===== src/rtl/ppi_phase_commutator.sv =====
// Polyphase interpolator output commutator: one packed frame in, L serial samples out, double-buffered.
// Optional build macro PPI_COMMUTATOR_ZERO_ON_IDLE_EN forces o_data to zero while idle.
module ppi_phase_commutator #(
    parameter int gp_data_width           = 8,
    parameter int gp_interpolation_factor = 4
) (
    input  logic                                              i_clk,
    input  logic                                              i_rst,
    input  logic                                              i_ena,
    input  logic [gp_interpolation_factor*gp_data_width-1:0]  i_data,
    input  logic                                              i_valid,
    output logic                                              o_ready,
    output logic [gp_data_width-1:0]                          o_data,
    output logic                                              o_valid,
    output logic [$clog2(gp_interpolation_factor)-1:0]        o_phase
);

    localparam int W  = gp_data_width;
    localparam int L  = gp_interpolation_factor;
    localparam int PW = $clog2(L);
    localparam logic [PW-1:0] LAST = PW'(L - 1);

    typedef enum logic {IDLE, SHIFT} state_t;

    state_t          state, state_n;
    logic [L*W-1:0]  active, active_n;
    logic [L*W-1:0]  shadow, shadow_n;
    logic            shadow_full, shadow_full_n;
    logic [PW-1:0]   phase_n;
    logic [W-1:0]    data_n;
    logic            valid_n;
    logic            accept;
    logic [W-1:0]    act_lane [L];

    for (genvar p = 0; p < L; p++) begin : g_lane
        assign act_lane[p] = active[p*W +: W];
    end

    assign o_ready = ~shadow_full;
    assign accept  = i_ena & i_valid & ~shadow_full;

    always_ff @(posedge i_clk or posedge i_rst) begin
        if (i_rst) begin
            state       <= IDLE;
            active      <= '0;
            shadow      <= '0;
            shadow_full <= 1'b0;
            o_phase     <= '0;
            o_data      <= '0;
            o_valid     <= 1'b0;
        end else begin
            state       <= state_n;
            active      <= active_n;
            shadow      <= shadow_n;
            shadow_full <= shadow_full_n;
            o_phase     <= phase_n;
            o_data      <= data_n;
            o_valid     <= valid_n;
        end
    end

    always_comb begin
        state_n       = state;
        active_n      = active;
        shadow_n      = shadow;
        shadow_full_n = shadow_full;
        phase_n       = o_phase;
        data_n        = o_data;
        valid_n       = o_valid;
        if (i_ena) begin
            unique case (state)
                IDLE: begin
                    if (accept) begin
                        active_n = i_data;
                        state_n  = SHIFT;
                        phase_n  = '0;
                        data_n   = i_data[W-1:0];
                        valid_n  = 1'b1;
                    end
                end
                SHIFT: begin
                    if (o_phase != LAST) begin
                        phase_n = o_phase + 1'b1;
                        data_n  = act_lane[phase_n];
                        if (accept) begin
                            shadow_n      = i_data;
                            shadow_full_n = 1'b1;
                        end
                    end else if (shadow_full) begin
                        active_n      = shadow;
                        shadow_full_n = 1'b0;
                        phase_n       = '0;
                        data_n        = shadow[W-1:0];
                    end else if (accept) begin
                        // Frame arriving exactly at wrap bypasses the shadow.
                        active_n = i_data;
                        phase_n  = '0;
                        data_n   = i_data[W-1:0];
                    end else begin
                        state_n = IDLE;
                        valid_n = 1'b0;
                        phase_n = '0;
`ifdef PPI_COMMUTATOR_ZERO_ON_IDLE_EN
                        data_n  = '0;
`else
                        data_n  = o_data;
`endif
                    end
                end
                default: state_n = IDLE;
            endcase
        end
    end

endmodule


===== config.mk =====
export PLATFORM = sky130hd
export DESIGN_NAME = ppi_phase_commutator
export DESIGN_NICKNAME = d
export VERILOG_FILES = /design/src/rtl/ppi_phase_commutator.sv
export SDC_FILE = /design/constraint.sdc
export NUM_CORES = 1
export LEC_CHECK = 0
export CORE_UTILIZATION = 59
export CTS_BUF_LIST = sky130_fd_sc_hd__clkbuf_16
export CTS_CLUSTER_SIZE = 30
export DETAILED_ROUTE_END_ITERATION = 8
export PLACE_DENSITY = 0.84
export SYNTH_ARGS = -nofsm -noshare
export SYNTH_HDL_FRONTEND = slang
export SYNTH_SLANG_ARGS = --single-unit

===== constraint.sdc =====
create_clock -name i_clk -period 3.35 [get_ports i_clk]
set_input_delay 0.335 -clock i_clk [delete_from_list [all_inputs] [get_ports i_clk]]
set_output_delay 0.335 -clock i_clk [all_outputs]
set_load 0.05 [all_outputs]

* After elaboration in Yosys (flattened, before gate mapping)
Index checks and enable logic that the tools add are counted.
** Cells by class
- Order comparisons :: 1
- Mux-type cells :: 24
- $add $sub $neg :: 1
- Reduce and logical (&&, ||, !) cells :: 5
- Equal/unequal tests :: 6
- Bitwise operators :: 5
** Operator list (count)
- $mux W32 :: 3
- $pmux W32 S2 :: 1
- $mux W8 :: 5
- $bmux W8 S2 :: 1
- $pmux W8 S2 :: 1
- $ne A2 B2 Y1 const B :: 6
- $mux W1 :: 8
- $reduce_and A5 Y1 :: 1
- $mux W2 :: 2
- $pmux W1 S2 :: 2
- $pmux W2 S2 :: 1
- $reduce_and A2 Y1 :: 2
- $reduce_and A4 Y1 :: 1
- $ge A3 B3 Y1 const B :: 1
- $not A2 Y3 :: 1
- $reduce_and A3 Y1 :: 1
- $add A2 B1 Y2 const B :: 1
- $and A1 B1 Y1 :: 2
- $not A1 Y1 :: 2
** Storage, ports and cells
- Output and inout port bits :: 12
- Bits of input ports :: 36
- Register bits :: 77

* Depth between registers and ports, before layout
Gate-level depths: netlist of the first run.
- Word-level depth :: 7
- Mapped depth :: 6

* Worst setup path after synthesis of the first run
OpenSTA, ideal clock, no wires.
- Kind :: reg-to-reg
- Start :: reg o_phase[0]
- End :: reg o_data[0]
- Cell stages (with the launch flop) :: 6
- Slack :: 1312 ps
- Library setup time :: 134 ps
- Arrival time :: 1904 ps
- Path through :: dfrtp_1 > ha_1 > clkbuf_1 > mux4_2 > a222oi_1 > o21ai_1
** Between the ends
- Cells in the longest elaborated chain, start to end :: 7
- Elaborated cells on any way between the ends :: 8
- Those cells by class :: 1 x add/sub; 1 x eq/ne; 5 x mux; 1 x bitwise
** Ends and longest elaborated chain
- start, declared :: line 15 : output logic [$clog2(gp_interpolation_factor)-1:0] o_phase
- start signal, assigned :: line 56 : o_phase <= phase_n;
- $add A2 B1 Y2 :: line 83 : phase_n = o_phase + 1'b1;
- $not A2 Y3 (not written as such) :: line 84 : data_n = act_lane[phase_n];
- $bmux W8 S2 :: line 84
- $mux W8 (not written as such) (2 in a row) :: line 84
- $mux W8 (*) :: line 82 : if (o_phase != LAST) begin
- $pmux W8 S2 (*) :: line 71 : unique case (state)
- end signal, assigned :: line 57 : o_data <= data_n;
- end, declared :: line 13 : output logic [gp_data_width-1:0] o_data,
Every way passes the cells marked *; elsewhere a longest branch is shown, timed or not. The select of a mux whose other input is x is not followed.
A chain may end at the register's enable or synchronous reset.

* Final worst setup path of the first run
- Start :: reg shadow_full
- End :: out o_ready
** Between the ends
- Cells in the longest elaborated chain, start to end :: 1
** Ends and longest elaborated chain
- start, declared :: line 28 : logic shadow_full, shadow_full_n;
- start signal, assigned :: line 55 : shadow_full <= shadow_full_n;
- $not A1 Y1 :: line 39 : assign o_ready = ~shadow_full;
- end, declared :: line 12 : output logic o_ready,
Every way passes these cells.

==> flow_summary.json, run 1 <==
{
  "grt.overflow.total": 0,
  "drt_iter0_drc": 314,
  "vias": 2809,
  "setup_tns_ns": 0,
  "cpLargestDelayFamily": "buffers and inverters",
  "peakVddDrop_v": 0.000685,
  "crit_buf_inv": 2,
  "slew_headroom_pct": 55.3,
  "final_nets": 372,
  "synthArstFlopShare_pct": 100,
  "fin_worst_skew_ns": 0.00461,
  "ff2ff_setup_slack_ns": 1.17,
  "path_depth": 2,
  "reg2reg_depth": 6,
  "antenna_found_initial": 0,
  "period_minus_slack_ns": 2.49,
  "cts-root-buf": "clkbuf_16",
  "synth_cell_types": 43,
  "grt_usage_pct": 29.9,
  "layout-drive-gt1-share_pct": 18.6,
  "power.density_mw_per_mm2": 1080,
  "core_area_sq_mm": 0.00599,
  "rsz0062_at_grt": "false",
  "n_antenna_cell": 0,
  "required_ns": 3.01,
  "num_rows": 28,
  "ys_top_cells_by_area": "dfrtp_1, mux2_2, a2bb2oi_1",
  "grt_max_degree": 78,
  "drc_errors": 0,
  "place_congestion": 0.891,
  "syn2layout_area_growth_pct": 21.3,
  "p_leak_nw": 1.88,
  "cts_buffer_depth": 2,
  "slew_viol_final": 0,
  "drv_cap": 0,
  "ctsHoldBuffers": 0,
  "crit_fanout": 16,
  "cts.sinks": 77,
  "syn_area_per_cell_sq_um": 12.6,
  "postRouteAntennaNets": 0,
  "drt-wirelength-per-cell_um": 21.3,
  "tightestPinTransition_ns": 0.669,
  "port-buffer-count": 47,
  "htree_levels": 3,
  "cp-end-kind": "output port",
  "hold_slack_ns": 0.409,
  "cp_slowest_stage_delay_ns": 0.90,
  "ys_dominant_reg_cell": "dfrtp_1",
  "period_share_pct": 74.3,
  "crit_path_cell_trace": "inv_1, clkdlybuf4s50_1",
  "num_io_pins": 48,
  "cts_resized": 0,
  "post_cts_buffers": 0,
  "syn_area_sq_mm": 0.00369,
  "die_y_um": 81.1,
  "path_clk_slew_ns": 0.06,
  "clock_latency_ns": 0.33,
  "start_util_pct": 61.6,
  "cpMaxStageDelayCell": "clkdlybuf4s50_1",
  "hpwlAfterDp_mm": 5.43,
  "dr.pass1.iters": 6,
  "synth_enable_flop_cells": 0,
  "synth_sequential_area_ratio_pct": 52.2,
  "cts_tree": "built",
  "viasPerCell": 6.80,
  "yosys_warnings": 0,
  "synth_top_area_share_pct": 52.2,
  "first_global_vias": 2772,
  "outcome": "finished clean",
  "syn_inst": 293,
  "numCtsBuffers": 9,
  "worstReg2RegStart": "o_phase[1]",
  "rr_endpoint": "active[16]",
  "crit_type": "flop to output port",
  "setup_viol": 0,
  "timing.fmax_ghz": 0.402,
  "cp-start-kind": "flop",
  "grt_pass1_wl_mm": 14.1,
  "synth_nets": 330,
  "ys_ff_latch": 77,
  "hold_violations": 0,
  "synth_top_cell_by_area": "dfrtp_1",
  "dieWidth_um": 81.1,
  "crit_arrival_ns": 2.16,
  "dieArea_sq_mm": 0.00658,
  "hold_path.class": "input port to async pin",
  "routed_wirelength_mm": 8.82
}
[worst max-delay path by stage]
stage | start | endpoint | slack (ns)
after global routing | shadow_full | o_ready | 0.80
after detailed placement | i_valid | shadow[28] | 0.82
final | shadow_full | o_ready | 0.86
after global placement | i_valid | shadow[14] | 0.91
after floorplan | i_rst | active[0] | 1.05
after CTS | shadow_full | o_ready | 0.89
[kinds of logic after synthesis]
family | count (synthesis) | share of synthesized area (%)
AO/OA/AOI/OAI | 102 | 20.9
flip-flops | 77 | 52.2
multiplexers | 43 | 16.0
AND/OR/NAND/NOR | 40 | 5.90
buffers and inverters | 30 | 4.74
adder cells (fa/ha/maj) | 1 | 0.339
[power breakdown]
group          switching [mW]  total (mW)  leakage, nW  internal (mW)
Clock                   0.355       0.996        0.149          0.641
Sequential              0.332        1.73        0.909           1.40
Combinational            1.12        2.10        0.820          0.987
Total                    1.80        4.83         1.88           3.03
[cell usage after synthesis (4+ instances only)]
library cell,instances
mux4_1,5
nor2_1,5
buf_4,6
a22oi_1,11
o2bb2ai_1,8
nand2_1,13
buf_2,7
inv_1,6
o22ai_1,29
mux2_2,29
dfrtp_1,77
clkbuf_1,5
nand2b_1,4
nand3_1,4
buf_6,4
a2bb2oi_1,24
a211oi_1,6
[cells in the final DEF, fill, tap and decap left out, drive strengths merged, types with 9 or more instances in the layout]
cell / synthesis / routed
a2bb2oi: 24 / 24
a22oi: 11 / 11
o22ai: 29 / 29
dfrtp: 77 / 77
nand2: 14 / 14
mux2: 32 / 32
clkdlybuf4s50: 0 / 47
clkbuf: 6 / 9
[area by class of cell]
cell class / count / area [sq um]
sequential: 77 / 1930
multi-input combinational: 186 / 1590
fill: 391 / 1510
timing repair buffer: 55 / 543
clock buffer: 9 / 225
tap: 75 / 93.8
clock inverter: 5 / 77.6
inverter: 6 / 22.5
[worst register-to-register path, delay by kind of cell, from the launching register on]
family          cells  cell delay [ns]
fa+ha+maj           1             0.18
compound gates      2             0.88
buf+inv             1             0.20
flops               1             0.38
simple gates        2             0.46
[per-stage QoR]
step	setup slack [ns]	total power [mW]	cells	area (sq um)	util, %
floorplan	1.05	3.22	293	3690	-
global placement	0.906	3.68	399	4180	69.7
detailed placement	0.823	3.78	399	4180	69.7
CTS	0.894	4.83	413	4480	74.8
global route	0.801	5.07	413	4480	74.8
finish	0.860	4.83	413	4480	74.8
[per-layer routing]
metal | part of all wire [%] | track usage (%)
met5 | 0 | 0
met4 | 2.6 | 10.5
met3 | 6.7 | 7.98
met2 | 51 | 49.3
met1 | 40 | 38.2
[state kept, by name (all words and copies together) (netlist names)]
signal and flops:
o_valid 1, o_phase 2, shadow 32, active 32, shadow_full 1, state 1
o_data 8
(Power assumes the default switching activity.)
==> inputs of run 2 (changes only) <==
Settings changed: CORE_UTILIZATION 59 to 50, PLACE_DENSITY 0.84 to 0.76.
Clock period 3.35 ns to 2.25 ns, I/O delays scaled along.
==> run 2 against run 1 <==
Sequential cell count unchanged. Sequential share of layout area decreased by 0.97 points. Register-to-register slack got worse by 0.84 ns. Power increased by 51%. Via count decreased by 3.3%. Hold slack got worse by 0.13 ns. Non-clock buffer count increased by 4. Sequential power increased by 50%. Utilization decreased by 8.8 points. Clock power increased by 62%. Worst setup slack got worse by 0.57 ns.
==> flow_summary.json, run 2 (same netlist as run 1, synthesis figures left out) <==
{
  "postRouteAntennaNets": 0,
  "viasPerCell": 6.19,
  "cp-start-kind": "flop",
  "period_share_pct": 87.0,
  "num_io_pins": 48,
  "layout-drive-gt1-share_pct": 19.8,
  "drc_errors": 0,
  "routed_wirelength_mm": 8.50,
  "top_regs": "active x32, shadow x32, o_data x8",
  "required_ns": 2.03,
  "cts.sinks": 77,
  "cts_buffer_depth": 2,
  "drv_cap": 0,
  "crit_fanout": 11,
  "post_cts_buffers": 0,
  "antenna_found_initial": 0,
  "dieArea_sq_mm": 0.00773,
  "tightestPinTransition_ns": 0.509,
  "setup_tns_ns": 0,
  "syn2layout_area_growth_pct": 24.1,
  "crit_type": "flop to output port",
  "die_y_um": 87.9,
  "cts_resized": 0,
  "grt_pass1_wl_mm": 14.0,
  "setup_slack_ns": 0.291,
  "crit_arrival_ns": 1.73,
  "hold_path.class": "input port to async pin",
  "n_antenna_cell": 0,
  "grt_usage_pct": 24.8,
  "dr.pass1.iters": 6,
  "slew_headroom_pct": 66.0,
  "numCtsBuffers": 9,
  "dieWidth_um": 87.9,
  "final_cell_mix": "dfrtp_1, clkdlybuf4s50_1, o22ai_1, mux2_2, a2bb2oi_1",
  "grt.overflow.total": 0,
  "rsz0062_at_grt": "false",
  "first_global_vias": 2676,
  "port-buffer-count": 47,
  "final_nets": 376,
  "p_leak_nw": 1.91,
  "timing.fmax_ghz": 0.511,
  "final_area_sq_mm": 0.00458,
  "slew_viol_final": 0,
  "num_rows": 30,
  "fin_worst_skew_ns": 0.00646,
  "hold_violations": 0,
  "place_congestion": 0.869,
  "cp-end-kind": "output port",
  "power.density_mw_per_mm2": 1590,
  "htree_levels": 3,
  "final_common_cell": "dfrtp_1",
  "cts_tree": "built",
  "vias": 2717,
  "period_minus_slack_ns": 1.96,
  "setup_viol": 0,
  "place_area_sq_mm": 0.00426,
  "start_util_pct": 53.2,
  "place_ws_ns": 0.308,
  "fill_cells": 536,
  "cts-root-buf": "clkbuf_16",
  "ctsHoldBuffers": 0,
  "drt_iter0_drc": 141,
  "grt_max_degree": 78,
  "hpwlAfterDp_mm": 5.71,
  "outcome": "finished clean",
  "path_clk_slew_ns": 0.06,
  "peakVddDrop_v": 0.000652,
  "clock_latency_ns": 0.34,
  "core_area_sq_mm": 0.00694,
  "drt-wirelength-per-cell_um": 19.4
}
[run 2: cell count changes in the layout (fill, tap and decap cells not counted)]
cell,before,now
bufinv_16,2,3
buf_4,7,10
clkinv_4,1,0
clkdlybuf4s50_1,47,46
buf_12,1,3
clkinv_1,1,2
[run 2: final cells by class]
class	instances	area (sq um)	share of cell area (%)
flip-flops and latches	77	1930	42.0
multi-input cells	186	1590	34.7
repair buffers	59	596	13.0
clock buffers	9	225	4.91
well taps	96	120	2.62
clock inverters	6	103	2.24
inverters	6	22.5	0.491
[run 2: worst max-delay path: stages (launching register included)]
cell             delay (ns)
dfrtp_1                0.34
buf_4                  0.22
clkdlybuf4s50_1        0.83
[run 2: power breakdown]
group / switching [mW] / leakage [nW] / internal [mW] / total, mW
clock network: 0.540 / 0.160 / 1.07 / 1.61
registers: 0.501 / 0.909 / 2.09 / 2.59
logic: 1.61 / 0.846 / 1.50 / 3.11
[run 2: worst paths after layout]
check                            from         end  slack (ns)  cells after the start
setup / recovery           o_phase[0]  o_phase[0]        0.29                      2
hold / removal                  i_rst     o_valid        0.28                      3
setup reg to reg           o_phase[1]   o_data[6]        0.33                      4
hold reg to reg             active[6]   active[6]        0.50                      1
max in group asynchronous       i_rst  shadow[13]        1.64                      3
min in group i_clk          active[6]   active[6]        0.50                      1
[run 2: routing by layer]
layer  global-route usage (%)  share of wire (%)  vias to the layer above
li1                         -                  -                     1242
met2                     37.6                 47                      109
met5                        0                  0                        -
met4                     9.99                1.9                        0
met1                     34.9                 46                     1353
met3                     5.56                5.8                       13
[run 2: stage by stage]
stage                     power (mW)  hold slack, ns  utilization, %  instances
after floorplan                 4.79           0.360               -        293
after global placement          5.56           0.463            61.3        424
after detailed placement        5.66           0.475            61.3        424
after CTS                       7.31           0.325            66.0        439
after global routing            7.72           0.350            66.0        439
final                           7.30           0.283            66.0        439
==> inputs of run 3 (changes only) <==
==> constraint.sdc (replaced) <==
create_clock -name i_clk -period 1.7 [get_ports i_clk]
set_input_delay 0.34 -clock i_clk [delete_from_list [all_inputs] [get_ports i_clk]]
set_output_delay 0.34 -clock i_clk [all_outputs]
set_load 0.05 [all_outputs]
==> run 3 against run 2 <==
Cell area rose by 8.2%. Worst setup slack lost 0.29 ns. Power increased by 44%. Critical path depth increased by 3. Hold slack better by 0.046 ns. Register-to-register slack lost 0.33 ns. Sequential power up 34%. Combinational power grew 52%. Critical endpoint is now shadow[20]. Highest routed layer unchanged.
==> flow_summary.json, run 3 (same netlist as run 1, synthesis figures left out) <==
{
  "outcome": "finished clean",
  "cts-root-buf": "clkbuf_16",
  "cts.sinks": 77,
  "period_share_pct": 99.9,
  "dp_cells": 449,
  "clockPowerShare_pct": 22.2,
  "top_regs": "active x32, shadow x32, o_data x8",
  "crit_arrival_ns": 1.91,
  "grt_usage_pct": 26.9,
  "drv_cap": 0,
  "core_area_sq_mm": 0.00694,
  "drt-wirelength-per-cell_um": 20.8,
  "cp-start-kind": "flop",
  "cp-end-kind": "flop",
  "routed_wirelength_mm": 9.75,
  "numCtsBuffers": 9,
  "num_io_pins": 48,
  "hold_path.class": "input port to async pin",
  "setup_viol": 0,
  "slew_viol_final": 0,
  "fin_worst_skew_ns": 0.00525,
  "slew_headroom_pct": 75.8,
  "pwr-share-comb_pct": 44.8,
  "viasPerCell": 6.20,
  "clock_latency_ns": 0.33,
  "peakVddDrop_v": 0.00107,
  "n_antenna_cell": 0,
  "power.density_mw_per_mm2": 2120,
  "vias": 2909,
  "dr.pass1.iters": 5,
  "switching_share_pct": 35.7,
  "port-buffer-count": 47,
  "cts_tree": "built",
  "p_switching_mw": 3.76,
  "place_area_sq_mm": 0.00450,
  "antenna_found_initial": 0,
  "multi_input_area_sq_mm": 0.00164,
  "hpwlAfterDp_mm": 6.50,
  "place_congestion": 0.859,
  "start_util_pct": 53.2,
  "final_common_cell": "dfrtp_1",
  "ctsHoldBuffers": 0,
  "p_leak_nw": 2.15,
  "path_clk_slew_ns": 0.06,
  "drc_errors": 0,
  "period_minus_slack_ns": 1.70,
  "crit_fanout": 11,
  "fill_cells": 463,
  "p_total_mw": 10.5,
  "hold_slack_ns": 0.329,
  "htree_levels": 3,
  "fin_cells": 469,
  "hold_violations": 0,
  "rsz0062_at_grt": "true",
  "crit_type": "flop to flop",
  "timing.fmax_ghz": 0.589,
  "syn2layout_area_growth_pct": 34.3,
  "grt_max_degree": 26,
  "drt_iter0_drc": 226,
  "tightestPinTransition_ns": 0.362,
  "num_rows": 30,
  "final_area_sq_mm": 0.00496,
  "final_cell_mix": "dfrtp_1, buf_4, clkdlybuf4s50_1",
  "first_global_vias": 2971,
  "final_nets": 405,
  "cts_buffer_depth": 2,
  "intPower_mw": 6.78,
  "die_y_um": 87.9,
  "layout-drive-gt1-share_pct": 30.8,
  "grt_pass1_wl_mm": 15.2,
  "postRouteAntennaNets": 0,
  "grt.overflow.total": 0,
  "pwr-share-seq_pct": 32.9,
  "required_ns": 1.91,
  "dieWidth_um": 87.9,
  "seq_area_sq_mm": 0.00193,
  "dieArea_sq_mm": 0.00773
}
[run 3: cell count changes in the layout (fill, tap and decap cells not counted), sizes merged]
cell           change
buf               +39
clkinvlp           +1
inv                -1
dlymetal6s2s       +2
clkdlybuf4s50     -13
bufinv             +1
clkbuf             +1
[run 3: worst max-delay path, stage by stage (launching register included)]
cell and delay [ns]:
dfrtp_2 0.46, ha_4 0.18, nand2b_4 0.15, nor2_4 0.24, buf_12 0.19, mux2_2 0.34
[run 3: final cells by class]
type                    count  share of cell area, %
flip-flops and latches     77                   38.9
multi-input cells         186                   33.0
repair buffers             88                   17.8
clock buffers               9                   4.54
clock inverters             7                   2.77
well taps                  96                   2.42
inverters                   6                  0.530
[run 3: stage by stage]
step | setup slack [ns] | util, % | setup TNS [ns]
after floorplan | -0.0124 | - | -0.330
after global placement | -0.307 | 64.8 | -13.87
after detailed placement | -0.350 | 64.8 | -17.15
after global routing | -0.0646 | 71.4 | -0.199
final | 0.00244 | 71.4 | 0
after CTS | 0.00770 | 70.1 | 0
[run 3: repair_timing]
item,in CTS,in global routing
gates resized for setup,1,12
gates cloned,0,2
endpoints found under the hold margin,0,0
pin swaps,1,2
setup endpoints to repair,8,27
setup buffers,0,2
[run 3: worst paths after layout]
check / from / to / slack [ns] / cells past startpoint
worst max-delay path: o_phase[0] / shadow[20] / 0.002 / 5
worst min-delay path: i_rst / o_valid / 0.33 / 2
worst max register to register: o_phase[0] / shadow[20] / 0.002 / 5
worst min register to register: active[7] / active[7] / 0.49 / 1
max in group asynchronous: i_rst / active[28] / 0.83 / 3
min in group i_clk: active[7] / active[7] / 0.49 / 1
[run 3: power groups by stage]
stage | clock network (mW) | registers (mW) | logic, mW
floorplan | 0 | 3.58 | 2.84
global placement | 0 | 3.38 | 4.39
detailed placement | 0 | 3.43 | 4.49
CTS | 2.36 | 3.42 | 4.54
global route | 2.45 | 3.55 | 5.07
finish | 2.34 | 3.47 | 4.73
[run 3: per-layer routing]
metal  GRT usage [%]  up-vias  routed length, um
li1                -     1299                  -
met1            36.8     1474               4400
met2            41.4      109               4490
met3            3.86       27                464
met4            15.5        0                393
met5               0        -                  0
